**src/rtl/fmap_pkg.sv**
```systemverilog
// Shared types for the feature-map stream reader: pixel lanes, beat tags,
// FIFO entries and the scan state encoding.
package fmap_pkg;

    localparam int unsigned DATA_W = 16;
    localparam int unsigned LANES  = 4;

    typedef logic [LANES-1:0][DATA_W-1:0] pixel_t;

    typedef struct packed {
        logic zero;
        logic row_start;
        logic last;
    } tag_t;

    typedef struct packed {
        pixel_t data;
        tag_t   tag;
    } fifo_entry_t;

    typedef enum logic [1:0] {
        IDLE  = 2'd0,
        ISSUE = 2'd1,
        DRAIN = 2'd2
    } rd_state_t;

endpackage

```
**src/rtl/fmap_stream_reader_if.sv**
```systemverilog
// Output pixel stream of the feature-map reader: lanes, flags and valid/ready.
interface fmap_stream_reader_if;
    import fmap_pkg::*;

    pixel_t Out_Data;
    logic   Out_Valid;
    logic   Out_Ready;
    logic   Out_Zero;
    logic   Out_Row_Start;
    logic   Out_Last;

    modport master (
        output Out_Data, Out_Valid, Out_Zero, Out_Row_Start, Out_Last,
        input  Out_Ready
    );

    modport slave (
        input  Out_Data, Out_Valid, Out_Zero, Out_Row_Start, Out_Last,
        output Out_Ready
    );

endinterface

```
**src/rtl/fmap_skid_fifo.sv**
```systemverilog
// Two-entry FIFO of tagged pixel beats; head is read straight from storage so it
// holds still while the consumer stalls.
module fmap_skid_fifo
    import fmap_pkg::*;
(
    input  logic        clk,
    input  logic        rst_n,
    input  logic        in_valid,
    output logic        in_ready,
    input  fifo_entry_t in_entry,
    output logic        out_valid,
    input  logic        out_ready,
    output fifo_entry_t out_entry,
    output logic [1:0]  count
);

    fifo_entry_t mem [2];
    logic        wr_ptr;
    logic        rd_ptr;
    logic        push;
    logic        pop;

    assign out_valid = (count != 2'd0);
    assign in_ready  = (count != 2'd2) || out_ready;
    assign push      = in_valid && in_ready;
    assign pop       = out_valid && out_ready;
    assign out_entry = out_valid ? mem[rd_ptr] : '0;

    always_ff @(posedge clk or negedge rst_n) begin
        if (!rst_n) begin
            mem[0] <= '0;
            mem[1] <= '0;
            wr_ptr <= 1'b0;
            rd_ptr <= 1'b0;
            count  <= 2'd0;
        end else begin
            if (push) begin
                mem[wr_ptr] <= in_entry;
                wr_ptr      <= ~wr_ptr;
            end
            if (pop) begin
                rd_ptr <= ~rd_ptr;
            end
            case ({push, pop})
                2'b10:   count <= count + 2'd1;
                2'b01:   count <= count - 2'd1;
                default: count <= count;
            endcase
        end
    end

endmodule

```
**src/rtl/fmap_stream_reader.sv**
```systemverilog
// Scans a row-major feature map from RAM, inserts an optional zero border and
// streams tagged 4-lane beats. FMAP_STALL_CNT_EN adds the Stall_Count output.
module fmap_stream_reader
    import fmap_pkg::*;
#(
    parameter int unsigned ADDR_W = 12,
    parameter int unsigned DIM_W  = 7
) (
    input  logic                 CLK,
    input  logic                 RST_N,
    input  logic                 Start,
    input  logic [ADDR_W-1:0]    Base_Addr,
    input  logic [DIM_W-1:0]     Width,
    input  logic [DIM_W-1:0]     Height,
    input  logic                 Pad,
    output logic                 RAM_Rd_En,
    output logic [ADDR_W-1:0]    RAM_Addr,
    input  pixel_t               RAM_Rd_Data,
    fmap_stream_reader_if.master stream,
    output logic                 Busy,
`ifdef FMAP_STALL_CNT_EN
    output logic                 Done,
    output logic [15:0]          Stall_Count
`else
    output logic                 Done
`endif
);

    typedef logic [DIM_W:0] pdim_t;

    rd_state_t         state;
    pdim_t             pw_m1;
    pdim_t             ph_m1;
    pdim_t             row;
    pdim_t             col;
    logic              pad_q;
    logic [ADDR_W-1:0] rd_ptr;
    logic              stg_valid;
    tag_t              stg_tag;
    tag_t              pos_tag;
    fifo_entry_t       stg_entry;
    fifo_entry_t       head;
    logic              head_valid;
    logic              fifo_in_ready;
    logic [1:0]        fifo_count;
    logic [2:0]        occupancy;
    logic              issue;
    logic              pop;

    always_comb begin
        pos_tag.zero      = pad_q && (row == '0 || row == ph_m1 || col == '0 || col == pw_m1);
        pos_tag.row_start = (col == '0);
        pos_tag.last      = (row == ph_m1) && (col == pw_m1);
    end

    // A beat leaving this cycle frees its slot, so the gate keeps
    // occupancy + in-flight <= 2 while still allowing one beat per cycle.
    assign occupancy = {1'b0, fifo_count} + {2'b00, stg_valid};
    assign pop       = head_valid && stream.Out_Ready;
    assign issue     = (state == ISSUE) && ((occupancy < 3'd2) || pop);

    assign RAM_Rd_En = issue && !pos_tag.zero;
    assign RAM_Addr  = rd_ptr;
    assign Busy      = (state != IDLE);

    always_ff @(posedge CLK or negedge RST_N) begin
        if (!RST_N) begin
            state     <= IDLE;
            pw_m1     <= '0;
            ph_m1     <= '0;
            pad_q     <= 1'b0;
            row       <= '0;
            col       <= '0;
            rd_ptr    <= '0;
            stg_valid <= 1'b0;
            stg_tag   <= '0;
            Done      <= 1'b0;
        end else begin
            Done      <= 1'b0;
            stg_valid <= issue;
            if (issue) begin
                stg_tag <= pos_tag;
            end
            if (issue && !pos_tag.zero) begin
                rd_ptr <= rd_ptr + ADDR_W'(1);
            end
            case (state)
                IDLE: begin
                    if (Start) begin
                        pw_m1  <= {1'b0, Width}  + {{(DIM_W-1){1'b0}}, Pad, 1'b0} - pdim_t'(1);
                        ph_m1  <= {1'b0, Height} + {{(DIM_W-1){1'b0}}, Pad, 1'b0} - pdim_t'(1);
                        pad_q  <= Pad;
                        rd_ptr <= Base_Addr;
                        row    <= '0;
                        col    <= '0;
                        state  <= ISSUE;
                    end
                end
                ISSUE: begin
                    if (issue) begin
                        if (pos_tag.last) begin
                            state <= DRAIN;
                        end else if (col == pw_m1) begin
                            col <= '0;
                            row <= row + pdim_t'(1);
                        end else begin
                            col <= col + pdim_t'(1);
                        end
                    end
                end
                DRAIN: begin
                    if (pop && head.tag.last) begin
                        state <= IDLE;
                        Done  <= 1'b1;
                    end
                end
                default: state <= IDLE;
            endcase
        end
    end

    always_comb begin
        stg_entry.data = stg_tag.zero ? '0 : RAM_Rd_Data;
        stg_entry.tag  = stg_tag;
    end

    fmap_skid_fifo u_fifo (
        .clk       (CLK),
        .rst_n     (RST_N),
        .in_valid  (stg_valid),
        .in_ready  (fifo_in_ready),
        .in_entry  (stg_entry),
        .out_valid (head_valid),
        .out_ready (stream.Out_Ready),
        .out_entry (head),
        .count     (fifo_count)
    );

    assign stream.Out_Valid     = head_valid;
    assign stream.Out_Data      = head.data;
    assign stream.Out_Zero      = head.tag.zero;
    assign stream.Out_Row_Start = head.tag.row_start;
    assign stream.Out_Last      = head.tag.last;

    stage_never_blocked: assert property (@(posedge CLK) disable iff (!RST_N) stg_valid |-> fifo_in_ready);

`ifdef FMAP_STALL_CNT_EN
    always_ff @(posedge CLK or negedge RST_N) begin
        if (!RST_N) begin
            Stall_Count <= '0;
        end else if (state == IDLE && Start) begin
            Stall_Count <= '0;
        end else if (head_valid && !stream.Out_Ready && Stall_Count != 16'hFFFF) begin
            Stall_Count <= Stall_Count + 16'd1;
        end
    end
`endif

endmodule

```
**src/flat_wrapper.sv**
```systemverilog
// flat-port wrapper written by rule: the top's interface ports become plain ports
module fmap_stream_reader_flat import fmap_pkg::*;
#(
    parameter int unsigned ADDR_W = 12,
    parameter int unsigned DIM_W  = 7
)
  (CLK, RST_N, Start, Base_Addr, Width, Height, Pad, RAM_Rd_En, RAM_Addr, RAM_Rd_Data, Busy, Done, stream_Out_Data, stream_Out_Valid, stream_Out_Zero, stream_Out_Row_Start, stream_Out_Last, stream_Out_Ready);
  fmap_stream_reader_if stream_i ();
  input  logic CLK;
  input  logic RST_N;
  input  logic Start;
  input  logic [ADDR_W-1:0] Base_Addr;
  input  logic [DIM_W-1:0] Width;
  input  logic [DIM_W-1:0] Height;
  input  logic Pad;
  output logic RAM_Rd_En;
  output logic [ADDR_W-1:0] RAM_Addr;
  input  pixel_t RAM_Rd_Data;
  output logic Busy;
  output logic Done;
  output wire logic [$bits(stream_i.Out_Data)-1:0] stream_Out_Data;
  output wire logic [$bits(stream_i.Out_Valid)-1:0] stream_Out_Valid;
  output wire logic [$bits(stream_i.Out_Zero)-1:0] stream_Out_Zero;
  output wire logic [$bits(stream_i.Out_Row_Start)-1:0] stream_Out_Row_Start;
  output wire logic [$bits(stream_i.Out_Last)-1:0] stream_Out_Last;
  input wire logic [$bits(stream_i.Out_Ready)-1:0] stream_Out_Ready;
  assign stream_Out_Data = stream_i.Out_Data;
  assign stream_Out_Valid = stream_i.Out_Valid;
  assign stream_Out_Zero = stream_i.Out_Zero;
  assign stream_Out_Row_Start = stream_i.Out_Row_Start;
  assign stream_Out_Last = stream_i.Out_Last;
  assign stream_i.Out_Ready = stream_Out_Ready;
  fmap_stream_reader #(.ADDR_W(ADDR_W), .DIM_W(DIM_W)) u_core (.CLK(CLK), .RST_N(RST_N), .Start(Start), .Base_Addr(Base_Addr), .Width(Width), .Height(Height), .Pad(Pad), .RAM_Rd_En(RAM_Rd_En), .RAM_Addr(RAM_Addr), .RAM_Rd_Data(RAM_Rd_Data), .stream(stream_i), .Busy(Busy), .Done(Done));
endmodule
```
**config.mk**
```make
export PLATFORM = sky130hd
export DESIGN_NAME = fmap_stream_reader_flat
export DESIGN_NICKNAME = d
export VERILOG_FILES = /design/src/rtl/fmap_pkg.sv /design/src/rtl/fmap_stream_reader_if.sv /design/src/rtl/fmap_skid_fifo.sv /design/src/rtl/fmap_stream_reader.sv /design/src/flat_wrapper.sv
export SDC_FILE = /design/constraint.sdc
export NUM_CORES = 1
export LEC_CHECK = 0
export ABC_AREA = 1
export CAP_MARGIN = 20
export CORE_UTILIZATION = 57
export DETAILED_ROUTE_END_ITERATION = 6
export PLACE_DENSITY = 0.83
export SYNTH_ARGS = -nofsm -noshare
export SYNTH_HDL_FRONTEND = slang
export SYNTH_SLANG_ARGS = --single-unit
```
**constraint.sdc**
```tcl
create_clock -name CLK -period 3.65 [get_ports CLK]
set_input_delay 0.5475 -clock CLK [delete_from_list [all_inputs] [get_ports CLK]]
set_output_delay 0.5475 -clock CLK [all_outputs]
set_load 0.01 [all_outputs]
```
* Yosys cells after proc, flatten, opt, wreduce, memory -nomap -nowiden
Cells that the tools add are included.
** Operators by class
- $add $sub $neg :: 10
- Multipliers :: 0
- Div/mod/pow operators :: 0
- $lt $le $gt $ge :: 4
- Eq/ne operators :: 13
- Shift operators :: 0
- Mux-type cells :: 28
- Bitwise logic cells :: 4
- Reduce and logical (&&, ||, !) cells :: 25
** Operators with widths (number)
- $mux 67 :: 5
- $bwmux 134 :: 1
- $demux 67 s1 :: 1
- $mux 64 :: 1
- $mux 8 :: 7
- $mux 12 :: 3
- $pmux 8 s2 :: 2
- $add 7x2->8 :: 2
- $add 8x1->8 const B :: 2
- $eq 8x8->1 :: 2
- $logic_not 8->1 :: 2
- $sub 8x1->8 const B :: 2
- $add 12x1->12 const B :: 1
- $logic_and 1x1->1 :: 8
- $mux 2 :: 4
- $ne 2x1->1 const B :: 4
- $reduce_and 4->1 :: 2
- $reduce_bool 2->1 :: 4
- $ne 2x2->1 const B :: 3
- $pmux 2 s3 :: 1
- $logic_or 1x1->1 :: 5
- $reduce_and 5->1 :: 1
- $eq 2x1->1 const B :: 2
- $eq 2x2->1 const B :: 2
- other kinds (13) :: 17
** Word-level totals
- Register bits :: 190
- Latch bits :: 0
- Bits in writable memories :: 0
- ROM bits :: 0
- Input port bits :: 95
- Output and inout bits :: 83
- Logic and storage cells :: 113
- Memories kept :: 0

* Longest topological paths before layout
Gate-level depths: netlist of the first run.
- Word-level depth :: 10
- Gate-level depth with buffers :: 13
- Mapped depth without buffers :: 13

* By module
Synthesis of the first run repeated with hierarchy kept, for this count alone.
** Second synthesis, totals
- Cells, all modules :: 1451
- Area, all modules :: 10750.3 um^2
** By module, submodules not included
- fmap_skid_fifo :: instances 1, cells each 846, area each 6672.6 um^2
- fmap_stream_reader :: instances 1, cells each 605, area each 4077.7 um^2

* Worst setup path after synthesis of the first run
OpenSTA, ideal clock, no wires.
- Kind :: input -> register
- Start :: input port Pad
- End :: register u_core.pw_m1[7]
- Library setup time :: 83 ps
- Arrival :: 2131 ps
- Path slack :: 1437 ps
- Stages :: 12
- Path buffers :: 0
- Cells stage by stage :: inv_1 ha_1 inv_1 ha_1 inv_1 fa_1 o21ai_0 nand2_1 nand2_1 a21oi_1 xor2_1 o21ai_0
** Between the ends
- Cells in the longest elaborated chain, start to end :: 2
** Ends and longest elaborated chain
- start, declared :: RTL line flat_wrapper.sv:15 : input logic Pad;
- $add 7x2->8 :: RTL line fmap_stream_reader.sv:90 : pw_m1 <= {1'b0, Width} + {{(DIM_W-1){1'b0}}, Pad, 1'b0} - pdim_t'(1);
- $sub 8x1->8 :: RTL line fmap_stream_reader.sv:90
- end signal, assigned :: RTL line fmap_stream_reader.sv:90
- end, declared :: RTL line fmap_stream_reader.sv:32 : pdim_t pw_m1;
No other way between the ends.
A chain may end at the register's enable or synchronous reset.

* Worst setup path in the final report of the first run
- Start :: register u_core.col[0]
- End :: output port RAM_Rd_En
** Between the ends
- Cells in the longest elaborated chain, start to end :: 6
** Ends and longest elaborated chain
- start, declared :: RTL line fmap_stream_reader.sv:35 : pdim_t col;
- start signal, assigned :: RTL line fmap_stream_reader.sv:107 : col <= col + pdim_t'(1);
- $logic_not 8->1 :: RTL line fmap_stream_reader.sv:51 : pos_tag.zero = pad_q && (row == '0 || row == ph_m1 || col == '0 || col == pw_m1);
- $logic_or 1x1->1 :: RTL line fmap_stream_reader.sv:51
- $logic_or 1x1->1 (*) :: RTL line fmap_stream_reader.sv:51
- $logic_and 1x1->1 (*) :: RTL line fmap_stream_reader.sv:51
- $logic_not 1->1 (*) :: RTL line fmap_stream_reader.sv:62 : assign RAM_Rd_En = issue && !pos_tag.zero;
- $logic_and 1x1->1 (*) :: RTL line fmap_stream_reader.sv:62
- end, declared :: RTL line flat_wrapper.sv:16 : output logic RAM_Rd_En;
Every way passes the cells marked *; elsewhere a longest branch is shown, timed or not.

==> results of run 1 <==
==> routing by layer <==
layer | routed length, um | up-vias | GRT usage (%)
met1 | 10200 | 4182 | 34.8
met4 | 330 | 0 | 9.24
met5 | 0 | - | 0
li1 | - | 4434 | -
met2 | 11300 | 282 | 44.7
met3 | 1370 | 28 | 4.54
==> registers in the layout, summed over array words and instances, names as in the netlist <==
name and flops:
u_core.u_fifo.mem 134, u_core.RAM_Addr 12, u_core.col 8, u_core.ph_m1 8, u_core.pw_m1 8, u_core.row 8, u_core.stg_entry 3, u_core.state 2
u_core.u_fifo.count 2, u_core.Done 1, u_core.pad_q 1, u_core.stg_valid 1, u_core.u_fifo.rd_ptr 1, u_core.u_fifo.wr_ptr 1
==> report_power, final <==
group          internal [uW]  switching [uW]  total (uW)
Sequential              2870             551        3420
Clock                    958             802        1760
Combinational           2160            2840        4990
Total                   5990            4190       10200
==> synth_stat cells, drive strengths merged, types with 2 or more instances <==
library cell / n / area [um2]
nor2: 109 / 444
o22ai: 3 / 18.8
nor3: 6 / 30.0
nand4: 3 / 18.8
buf: 19 / 105
xor2: 15 / 131
o21ai: 164 / 821
inv: 203 / 762
nand3b: 2 / 15.0
clkbuf: 49 / 184
ha: 20 / 250
nand3: 39 / 195
or2: 5 / 31.3
xnor2: 15 / 131
nor4: 2 / 12.5
dfrtp: 190 / 4750
a21oi: 82 / 410
nand2: 416 / 1570
fa: 2 / 40.0
==> kinds of logic (layout without fill, tap and decap cells) <==
group,Yosys count,in the layout,share of synthesized area (%)
simple gates,583,583,23.3
buf+inv,272,426,10.6
compound gates,252,252,12.8
flops,190,190,47.7
xor+xnor,30,30,2.64
fa+ha+maj,22,22,2.91
==> path summary, 6_finish.rpt <==
check	start	to	slack, ns	cells after the start
setup / recovery	u_core.col[0]$_DFFE_PN0P_	RAM_Rd_En	0.32	10
hold / removal	RST_N	u_core.u_fifo.mem[62]$_DFFE_PN0P_	0.17	1
setup reg to reg	u_core.state[1]$_DFFE_PN0P_	u_core.row[6]$_DFFE_PN0P_	1.29	10
hold reg to reg	u_core.u_fifo.mem[126]$_DFFE_PN0P_	u_core.u_fifo.mem[126]$_DFFE_PN0P_	0.47	2
max in group asynchronous	RST_N	u_core.u_fifo.mem[66]$_DFFE_PN0P_	2.67	2
min in group CLK	u_core.u_fifo.mem[126]$_DFFE_PN0P_	u_core.u_fifo.mem[126]$_DFFE_PN0P_	0.47	2
==> through the flow <==
step / power, uW / area [um2] / utilization (%)
2_1_floorplan: 6250 / 9960 / -
3_3_place_gp: 8290 / 11900 / 70.6
3_5_place_dp: 8430 / 11900 / 70.6
4_1_cts: 10200 / 12400 / 74.0
5_1_grt: 10900 / 12400 / 74.0
6_report: 10200 / 12400 / 74.0
==> cells in the final DEF (no fill, tap or decap), types with 2 or more instances in the layout <==
master           Yosys  final
nor2_1             101     99
clkinvlp_4           0      5
clkdlybuf4s50_1      0    176
dfrtp_1            190    188
nor2_4               3      5
a21oi_1             82     82
nor3_1               6      6
o21ai_1              6      6
nand3_1             39     39
o21ai_0            158    158
nand2_1            413    413
or2_2                5      5
fa_1                 2      2
o22ai_1              3      3
inv_2                4      4
xor2_1              15     15
ha_1                20     20
nand3b_1             2      2
clkbuf_8             0      2
nor4_1               2      2
buf_12               0      3
clkbuf_16            0     17
clkinv_2             0      3
xnor2_1             15     15
clkinv_4             0      3
nand2_2              3      3
buf_4                1     10
nor2_2               5      5
nand4_1              3      3
inv_1              199    199
==> cell type report <==
class / count / area [um2]
inverters: 204 / 766
repair buffers: 190 / 1910
multi-input cells: 887 / 4170
well taps: 220 / 275
flip-flops and latches: 190 / 4760
clock inverters: 13 / 118
clock buffers: 19 / 443
fillers: 1283 / 4380
==> critical path: cells and delay by family, from the launching register on <==
kind / cells / cell delay [ns]
buffers and inverters: 3 / 0.81
and+or+nand+nor: 5 / 0.78
adders and majority gates: 1 / 0.20
DFF: 1 / 0.43
AOI/OAI and AO/OA: 1 / 0.13
==> flow_summary_export.csv, run 1 <==
group,metric,value,unit
critical_path,crit_path_end_kind,"primary output",
layout,nets,1607,
clocking,cts_made_buffers,17,
placed_design,dp_hpwl,15.4,mm
layout,drive_above_1_share,4.66,%
sta,hold_viol,0,
clocking,cts_resized,0,
critical_path,path_max_fanout,18,
detailed_routing,drt-pass1-iter-count,5,
placed_design,port_buffers,177,
floorplan,core,16800,um2
synth,ys_ff_latch,190,
clocking,clk-insertion-delay-late,0.44,ns
critical_path,start_kind,"flip-flop",
power,ir_drop,0.458,mV
detailed_routing,post_drt_via_cell_ratio,5.18,
placed_design,place_ws,0.551,ns
critical_path,crit_path_top_delay_cell,"clkdlybuf4s50_1",
clocking,htreeDepth,4,
synth,syn_avg_cell_area,7.39,um2
critical_path,cp_data_arrival_time,2.79,ns
power,powerDensity,818,nW/um2
floorplan,fp.dieW,134,um
synth,yosysSeqAreaShare,47.7,%
global_route,grt_use_total,26.6,%
power,p_leak,0.00625,uW
synth,synthArstFlopShare,100,%
global_route,grt_pass1_vias,8403,
clocking,cts_buffer_depth,2,
detailed_routing,ant_nets,0,
placed_design,place_inst,1691,
detailed_routing,post_drt_wl_per_cell,13.5,um
detailed_routing,drt_iter0_drc,837,
sta,tightest_slew,0.745,ns
clocking,clock_sinks,190,
sta,skew,0.0144,ns
critical_path,crit_type,"flip-flop to primary output",
clocking,cts_root_buffer,"clkbuf_16",
floorplan,dieArea,18000,um2
sta,setup-violations-final,0,
detailed_routing,num_vias,8926,
synth,syn_inst,1349,
sta,setup_slack,0.317,ns
global_route,grt-ovfl-total,0,
layout,synthToLayoutAreaGrowth,24.9,%
hold_path,hold_class,"input pin to asynchronous set/reset pin",
sta,rsz0062_at_grt,"false",
synth,yosysWarningCount,0,
clocking,path_clk_slew,0.07,ns
synth,yosys_most_used_dff,"dfrtp_1",
synth,syn_area,9960,um2
sta,maxSlewHeadroom,50.3,%
global_route,grt_pass1_wl,38.4,mm
clocking,post_cts_buffers,0,
synth,synth_edf_count,0,
sta,setup_tns,0,ns
synth,synth_nets,1466,
sta,drv_slew,0,
clocking,hold_buffers,0,
synth,ys_types,32,
critical_path,cp_cell_sequence,"inv_1 -> ha_1 -> nand3_1 -> nor2_1 -> a21oi_1 -> nand3_1 -> nand2_2 -> nand2_1 -> inv_1 -> clkdlybuf4s50_1",
sta,post-route-period-util,91.3,%
floorplan,die_h,134,um
global_route,grt_antenna_before_repair,0,
detailed_routing,drc_errors,0,
sta,worst_hold_slack,0.172,ns
critical_path,required,3.10,ns
layout,stdcell_count,1723,
floorplan,start_util,59.2,%
global_route,grt_max_degree,93,
sta,fin_crit,3.33,ns
detailed_routing,drt-total-wl,23.2,mm
clocking,tritoncts,"yes",
critical_path,max_stage_delay,0.57,ns
floorplan,std_cell_rows,47,
placed_design,place_congestion,0.841,
status,outcome,"finished clean",
floorplan,io_pins,178,
sta,fmaxAchievable,300,MHz
layout,diodes,0,
flow_run,maxCapViolations,0,
(Power assumes the default switching activity.)
==> run 2, diff against run 1 <==
Settings changed: ABC_AREA 1 to unset.
==> run 2 against run 1 <==
Against the previous run:
- wire length down 7.3%
- highest routed layer unchanged
- first-iteration DRC count down 39%
- largest cell class unchanged
- largest power group unchanged
- sequential share of layout area up 1.3 points
- maximum frequency up 11%
==> flow_summary_export.csv, run 2 <==
group,metric,value,unit
status,outcome,"finished clean",
placed_design,place_ws,0.707,ns
clocking,clk-insertion-delay-late,0.42,ns
synth,syn_area,9480,um2
sta,worst_hold_slack,0.133,ns
layout,nets,1303,
power,p_leak,0.00543,uW
power,sw_frac_of_total,38.7,%
synth,synthAdderAreaFrac,3.06,%
critical_path,path_max_fanout,7,
critical_path,max_stage_delay,0.55,ns
clocking,clock_sinks,190,
power,sequentialPowerShare,35.7,%
layout,largest-register,"u_core.u_fifo.mem",
sta,fmaxAchievable,332,MHz
synth,synth_top_area_cell,"dfrtp_1",
layout,post-route-util,74.9,%
placed_design,port_buffers,177,
detailed_routing,drc_errors,0,
power,finalPower,10100,uW
sta,hold_viol,0,
clocking,post_cts_buffers,0,
sta,tightest_slew,0.969,ns
sta,maxSlewHeadroom,34.7,%
sta,drv_slew,0,
synth,synth_nets,1156,
sta,skew,0.00918,ns
sta,setup-violations-final,0,
detailed_routing,num_vias,7814,
layout,diodes,0,
critical_path,timing.rr.start,"u_core.col[1]$_DFFE_PN0P_",
floorplan,start_util,59.1,%
detailed_routing,post_drt_via_cell_ratio,5.52,
synth,syn_avg_cell_area,9.13,um2
sta,fin_crit,3.01,ns
clocking,tritoncts,"yes",
layout,final_common_cell,"dfrtp_1",
critical_path,start_kind,"flip-flop",
floorplan,fp.dieW,131,um
layout,largest_reg_flops,134,
critical_path,crit_type,"flip-flop to primary output",
detailed_routing,drt_iter0_drc,513,
global_route,grt_pass1_wl,35.3,mm
synth,yosysSeqAreaShare,50.1,%
critical_path,crit_path_end_kind,"primary output",
sta,rsz0062_at_grt,"false",
power,powerDensity,844,nW/um2
detailed_routing,drt-total-wl,21.5,mm
critical_path,reg2reg_depth,6,
placed_design,dp_hpwl,14.7,mm
critical_path,cp_cell_sequence,"inv_1 -> ha_1 -> and3_4 -> a31o_1 -> o31a_1 -> nor2_1 -> clkdlybuf4s50_1",
floorplan,dieArea,17200,um2
placed_design,place_congestion,0.803,
clocking,cts_buffer_depth,2,
critical_path,crit_path_top_delay_cell,"clkdlybuf4s50_1",
floorplan,std_cell_rows,46,
synth,synth.area.mux_share,7.78,%
synth,synth_top_area_share,50.1,%
clocking,cts_made_buffers,17,
synth,synthArstFlopShare,100,%
layout,drive_above_1_share,5.50,%
hold_path,hold_class,"input pin to asynchronous set/reset pin",
flow_run,maxCapViolations,0,
synth,ys_ff_latch,190,
sta,setup_tns,0,ns
floorplan,core,16100,um2
synth,synthTopCellsByArea,"dfrtp_1 50%, o21ai_0 8.9%, mux2i_1 7.1%",
detailed_routing,drt-pass1-iter-count,5,
clocking,path_clk_slew,0.07,ns
synth,ys_types,46,
clocking,htreeDepth,4,
power,intPower,6220,uW
synth,synthXorXnorAreaFrac,2.40,%
synth,yosysWarningCount,0,
global_route,grt_max_degree,83,
floorplan,io_pins,178,
global_route,grt_use_total,26.4,%
synth,synth_commonest_cells,"190 x dfrtp_1, 176 x nand2_1, 168 x o21ai_0",
clocking,cts_root_buffer,"clkbuf_16",
critical_path,r2r_end,"u_core.col[3]$_DFFE_PN0P_",
sta,setup_slack,0.636,ns
global_route,grt-ovfl-total,0,
clocking,cts_resized,0,
layout,fillers,1156,
power,power_frac_clock,18.1,%
sta,post-route-period-util,82.6,%
synth,synthSimpleGateAreaFrac,19.5,%
clocking,hold_buffers,0,
detailed_routing,post_drt_wl_per_cell,15.2,um
synth,synth_top_family_by_area,"simple AND/OR/NAND/NOR gates",
layout,synthToLayoutAreaGrowth,26.8,%
detailed_routing,ant_nets,0,
power,switchingPower,3930,uW
synth,synthMostInstantiatedCell,"dfrtp_1",
synth,syn_inst,1039,
global_route,grt_pass1_vias,7419,
global_route,grt_antenna_before_repair,0,
critical_path,cp_data_arrival_time,2.47,ns
power,ir_drop,0.490,mV
synth,synth_compound_area_share,12.9,%
critical_path,required,3.10,ns
layout,final_cell_mix,"189 x dfrtp_1, 176 x nand2_1, 176 x clkdlybuf4s50_1",
power,combPwrFrac,46.2,%
floorplan,die_h,131,um
critical_path,reg2reg_slack,1.17,ns
synth,yosys_most_used_dff,"dfrtp_1",
synth,synth_edf_count,0,
-- run 2: cell count changes in the layout (fill, tap and decap cells not counted), moves of 6 or more --
cell	before	now
nand3_1	39	13
o21ai_0	158	168
mux2_2	0	6
a21oi_1	82	20
xor2_1	15	6
or3_1	0	16
inv_1	199	35
a31oi_1	0	13
o31ai_1	0	8
nand2b_1	0	65
nand2_1	413	176
or4_1	0	6
mux2i_1	0	67
-- run 2: cell families after synthesis --
family                     Yosys count
and+or+nand+nor                    402
AOI/OAI and AO/OA                  225
DFF                                190
buffers and inverters              101
muxes                               73
xor gates and xnor gates            26
adders and majority gates           22
-- run 2: worst max-delay path by stage --
stage	startpoint	end	slack (ns)
after floorplan	Pad	u_core.ph_m1[7]$_DFFE_PN0P_	1.35
after global placement	Pad	u_core.pw_m1[7]$_DFFE_PN0P_	0.81
after detailed placement	Pad	u_core.ph_m1[7]$_DFFE_PN0P_	0.71
after CTS	u_core.col[0]$_DFFE_PN0P_	RAM_Rd_En	0.61
after global routing	u_core.col[0]$_DFFE_PN0P_	RAM_Rd_En	0.50
final	u_core.col[0]$_DFFE_PN0P_	RAM_Rd_En	0.64
-- run 2: metrics by stage --
| stage | cell area, um2 | std cells |
|---|---|---|
| final | 12000 | 1415 |
| after global routing | 12000 | 1415 |
| after CTS | 12000 | 1415 |
| after detailed placement | 11400 | 1383 |
| after global placement | 11400 | 1383 |
| after floorplan | 9480 | 1039 |
-- run 2: layout make-up --
cell class                      instances  area (um2)  share of cell area (%)
Clock inverter                         15         163                    1.35
Tap cell                              216         270                    2.25
Clock buffer                           17         425                    3.54
Sequential cell                       190        4760                    39.6
Timing Repair Buffer                  194        1930                    16.0
Multi-Input combinational cell        748        4350                    36.2
Inverter                               35         131                    1.09
-- run 2: critical path: cells and delay by family (launching register included) --
kind	cells	cell delay, ns
buf+inv	2	0.62
compound gates	2	0.49
flops	1	0.46
simple gates	2	0.28
fa+ha+maj	1	0.19
-- run 2: power by group through the flow --
stage	logic (uW)	registers (uW)	clock network, uW
after CTS	4730	3610	1860
after detailed placement	4700	3650	0
after global placement	4570	3600	0
after global routing	5220	3730	1960
after floorplan	2910	3440	0
final	4690	3620	1840
-- run 2: per-layer routing --
metal | GRT usage [%] | part of all wire, % | vias to the layer above
li1 | - | - | 3803
met1 | 35.7 | 45 | 3733
met2 | 43.3 | 48 | 243
met3 | 4.68 | 5.2 | 35
met4 | 8.45 | 1.7 | 0
met5 | 0 | 0 | -
==> run 3, diff against run 2 <==
Settings changed: CORE_UTILIZATION 57 to 53, PLACE_DENSITY 0.83 to 0.78.
Clock period 3.65 ns to 2.8 ns, I/O delays scaled along.
==> run 3 against run 2 <==
Against the previous run:
- critical endpoint is now stream_Out_Data[12]
- highest routed layer unchanged
- sequential power rose by 30%
- hold slack improved by 0.35 ns
- clock power rose by 31%
- wire length down 0.20%
- sequential share of layout area is 0.39 points lower
- clock skew shrank 0.0014 ns
- largest power group unchanged
- via count decreased by 2.2%
==> flow_summary_export.csv, run 3 (same netlist as run 2, synthesis figures left out) <==
group,metric,value,unit
critical_path,critical_path_buf_inv_count,2,
sta,worst_hold_slack,0.480,ns
layout,drive_above_1_share,5.98,%
global_route,grt_use_total,25.0,%
critical_path,crit_path_end_kind,"primary output",
layout,final_common_cell,"dfrtp_1",
floorplan,io_pins,178,
clocking,cts_root_buffer,"clkbuf_16",
global_route,met3_usage,4.83,%
critical_path,path_max_fanout,16,
sta,drv_slew,0,
critical_path,start_kind,"flip-flop",
layout,regArea,4760,um2
detailed_routing,ant_nets,0,
detailed_routing,num_vias,7644,
critical_path,crit_family,"buffers and inverters",
sta,fmaxAchievable,381,MHz
layout,final_cell_mix,"187 x dfrtp_1, 176 x nand2_1, 175 x clkdlybuf4s50_1",
placed_design,place_inst,1397,
flow_run,maxCapViolations,0,
placed_design,port_buffers,177,
layout,post-route-util,70.0,%
floorplan,die_h,136,um
global_route,grt_max_degree,71,
floorplan,fp.dieW,136,um
detailed_routing,post_drt_via_cell_ratio,5.34,
power,p_leak,0.00549,uW
global_route,grt_pass1_wl,36.3,mm
power,powerDensity,1100,nW/um2
hold_path,hold_class,"flip-flop to flip-flop",
power,ir_drop,0.753,mV
sta,hold_viol,0,
critical_path,crit_type,"flip-flop to primary output",
sta,setup_tns,0,ns
layout,stdcell_count,1431,
layout,largest_reg_flops,134,
placed_design,place_congestion,0.836,
floorplan,dieArea,18400,um2
layout,fillers,1350,
global_route,grt-ovfl-total,0,
clocking,cts_made_buffers,17,
global_route,grt_pass1_vias,7498,
placed_design,place_ws,0.0205,ns
global_route,met1_usage,33.7,%
clocking,clock_sinks,190,
floorplan,core,17400,um2
layout,synthToLayoutAreaGrowth,28.1,%
sta,setup-violations-final,0,
critical_path,cp_cell_sequence,"buf_4 -> mux2i_1 -> nor2_1 -> clkdlybuf4s50_1",
global_route,grt_antenna_before_repair,1,
status,outcome,"finished clean",
clocking,path_clk_slew,0.06,ns
sta,post-route-period-util,93.7,%
clocking,tritoncts,"yes",
detailed_routing,drt-pass1-iter-count,5,
critical_path,required,2.38,ns
placed_design,dp_hpwl,14.7,mm
detailed_routing,post_drt_wl_per_cell,15.0,um
layout,largest-register,"u_core.u_fifo.mem",
critical_path,max_stage_delay,0.62,ns
floorplan,std_cell_rows,48,
critical_path,crit_path_top_delay_cell,"dfrtp_4",
detailed_routing,drc_errors,0,
sta,rsz0062_at_grt,"false",
sta,skew,0.00775,ns
floorplan,start_util,54.6,%
global_route,grt.busiest_layer,"met2",
sta,tightest_slew,0.599,ns
detailed_routing,drt_iter0_drc,429,
sta,setup_slack,0.177,ns
detailed_routing,drt-total-wl,21.5,mm
clocking,clk-insertion-delay-late,0.43,ns
clocking,htreeDepth,4,
critical_path,cp_data_arrival_time,2.20,ns
clocking,cts_buffer_depth,2,
sta,maxSlewHeadroom,59.6,%
sta,fin_crit,2.62,ns
layout,multi_input_area,4350,um2
layout,nets,1309,
global_route,grt_util_met2,41.3,%
-- run 3: repair_timing --
| action | 4_1_cts | 5_1_grt |
|---|---|---|
| buffers inserted | 0 | 0 |
| hold endpoints to repair | 14 | 0 |
| endpoints found under the setup margin | 1 | 0 |
| hold buffers | 1 | 0 |
| gates resized for setup | 3 | 0 |
-- run 3: path summary, 6_finish.rpt --
kind | startpoint | end | slack, ns | cells after the start
max in group asynchronous | RST_N | u_core.u_fifo.mem[21]$_DFFE_PN0P_ | 1.44 | 3
hold / removal | u_core.u_fifo.mem[59]$_DFFE_PN0P_ | u_core.u_fifo.mem[59]$_DFFE_PN0P_ | 0.48 | 2
min in group asynchronous | RST_N | u_core.u_fifo.mem[44]$_DFFE_PN0P_ | 0.55 | 2
setup / recovery | u_core.u_fifo.rd_ptr$_DFFE_PN0P_ | stream_Out_Data[12] | 0.18 | 4
setup reg to reg | u_core.col[2]$_DFFE_PN0P_ | u_core.col[3]$_DFFE_PN0P_ | 0.47 | 7
hold reg to reg | u_core.u_fifo.mem[59]$_DFFE_PN0P_ | u_core.u_fifo.mem[59]$_DFFE_PN0P_ | 0.48 | 2
-- run 3: worst reg2reg max path: stages (launching register included) --
cell,delay (ns)
dfrtp_1,0.48
xnor2_1,0.23
nand4_2,0.15
or2_1,0.29
o41ai_2,0.62
buf_4,0.26
o21ai_0,0.09
a21oi_1,0.13
-- run 3: per-stage QoR --
step | total power [uW] | cell area, um2
after global placement | 10800 | 11500
final | 13300 | 12200
after global routing | 14300 | 12200
after CTS | 13400 | 12200
after detailed placement | 11000 | 11500
after floorplan | 8290 | 9480
-- run 3: where the power goes --
| group | internal (uW) | leakage (uW) | switching (uW) | total [uW] |
|---|---|---|---|---|
| sequential | 3890 | 0.00240 | 824 | 4710 |
| combinational | 2990 | 0.00282 | 3220 | 6210 |
| clock | 1330 | 0.000274 | 1080 | 2410 |
-- run 3: cell type report --
class,count,area share [%]
antenna,1,0.0206
tap,225,2.32
clock buffer,18,3.53
sequential,190,39.2
clock inverter,14,1.32
inverter,35,1.08
multi-input combinational,748,35.8
timing repair buffer,200,16.7
-- run 3: routing by layer --
layer	wire length [um]	up-vias	share of wire (%)
met4	257	0	1.2
met3	1160	17	5.4
li1	-	3797	-
met5	0	-	0
met2	10300	196	48
met1	9790	3634	46
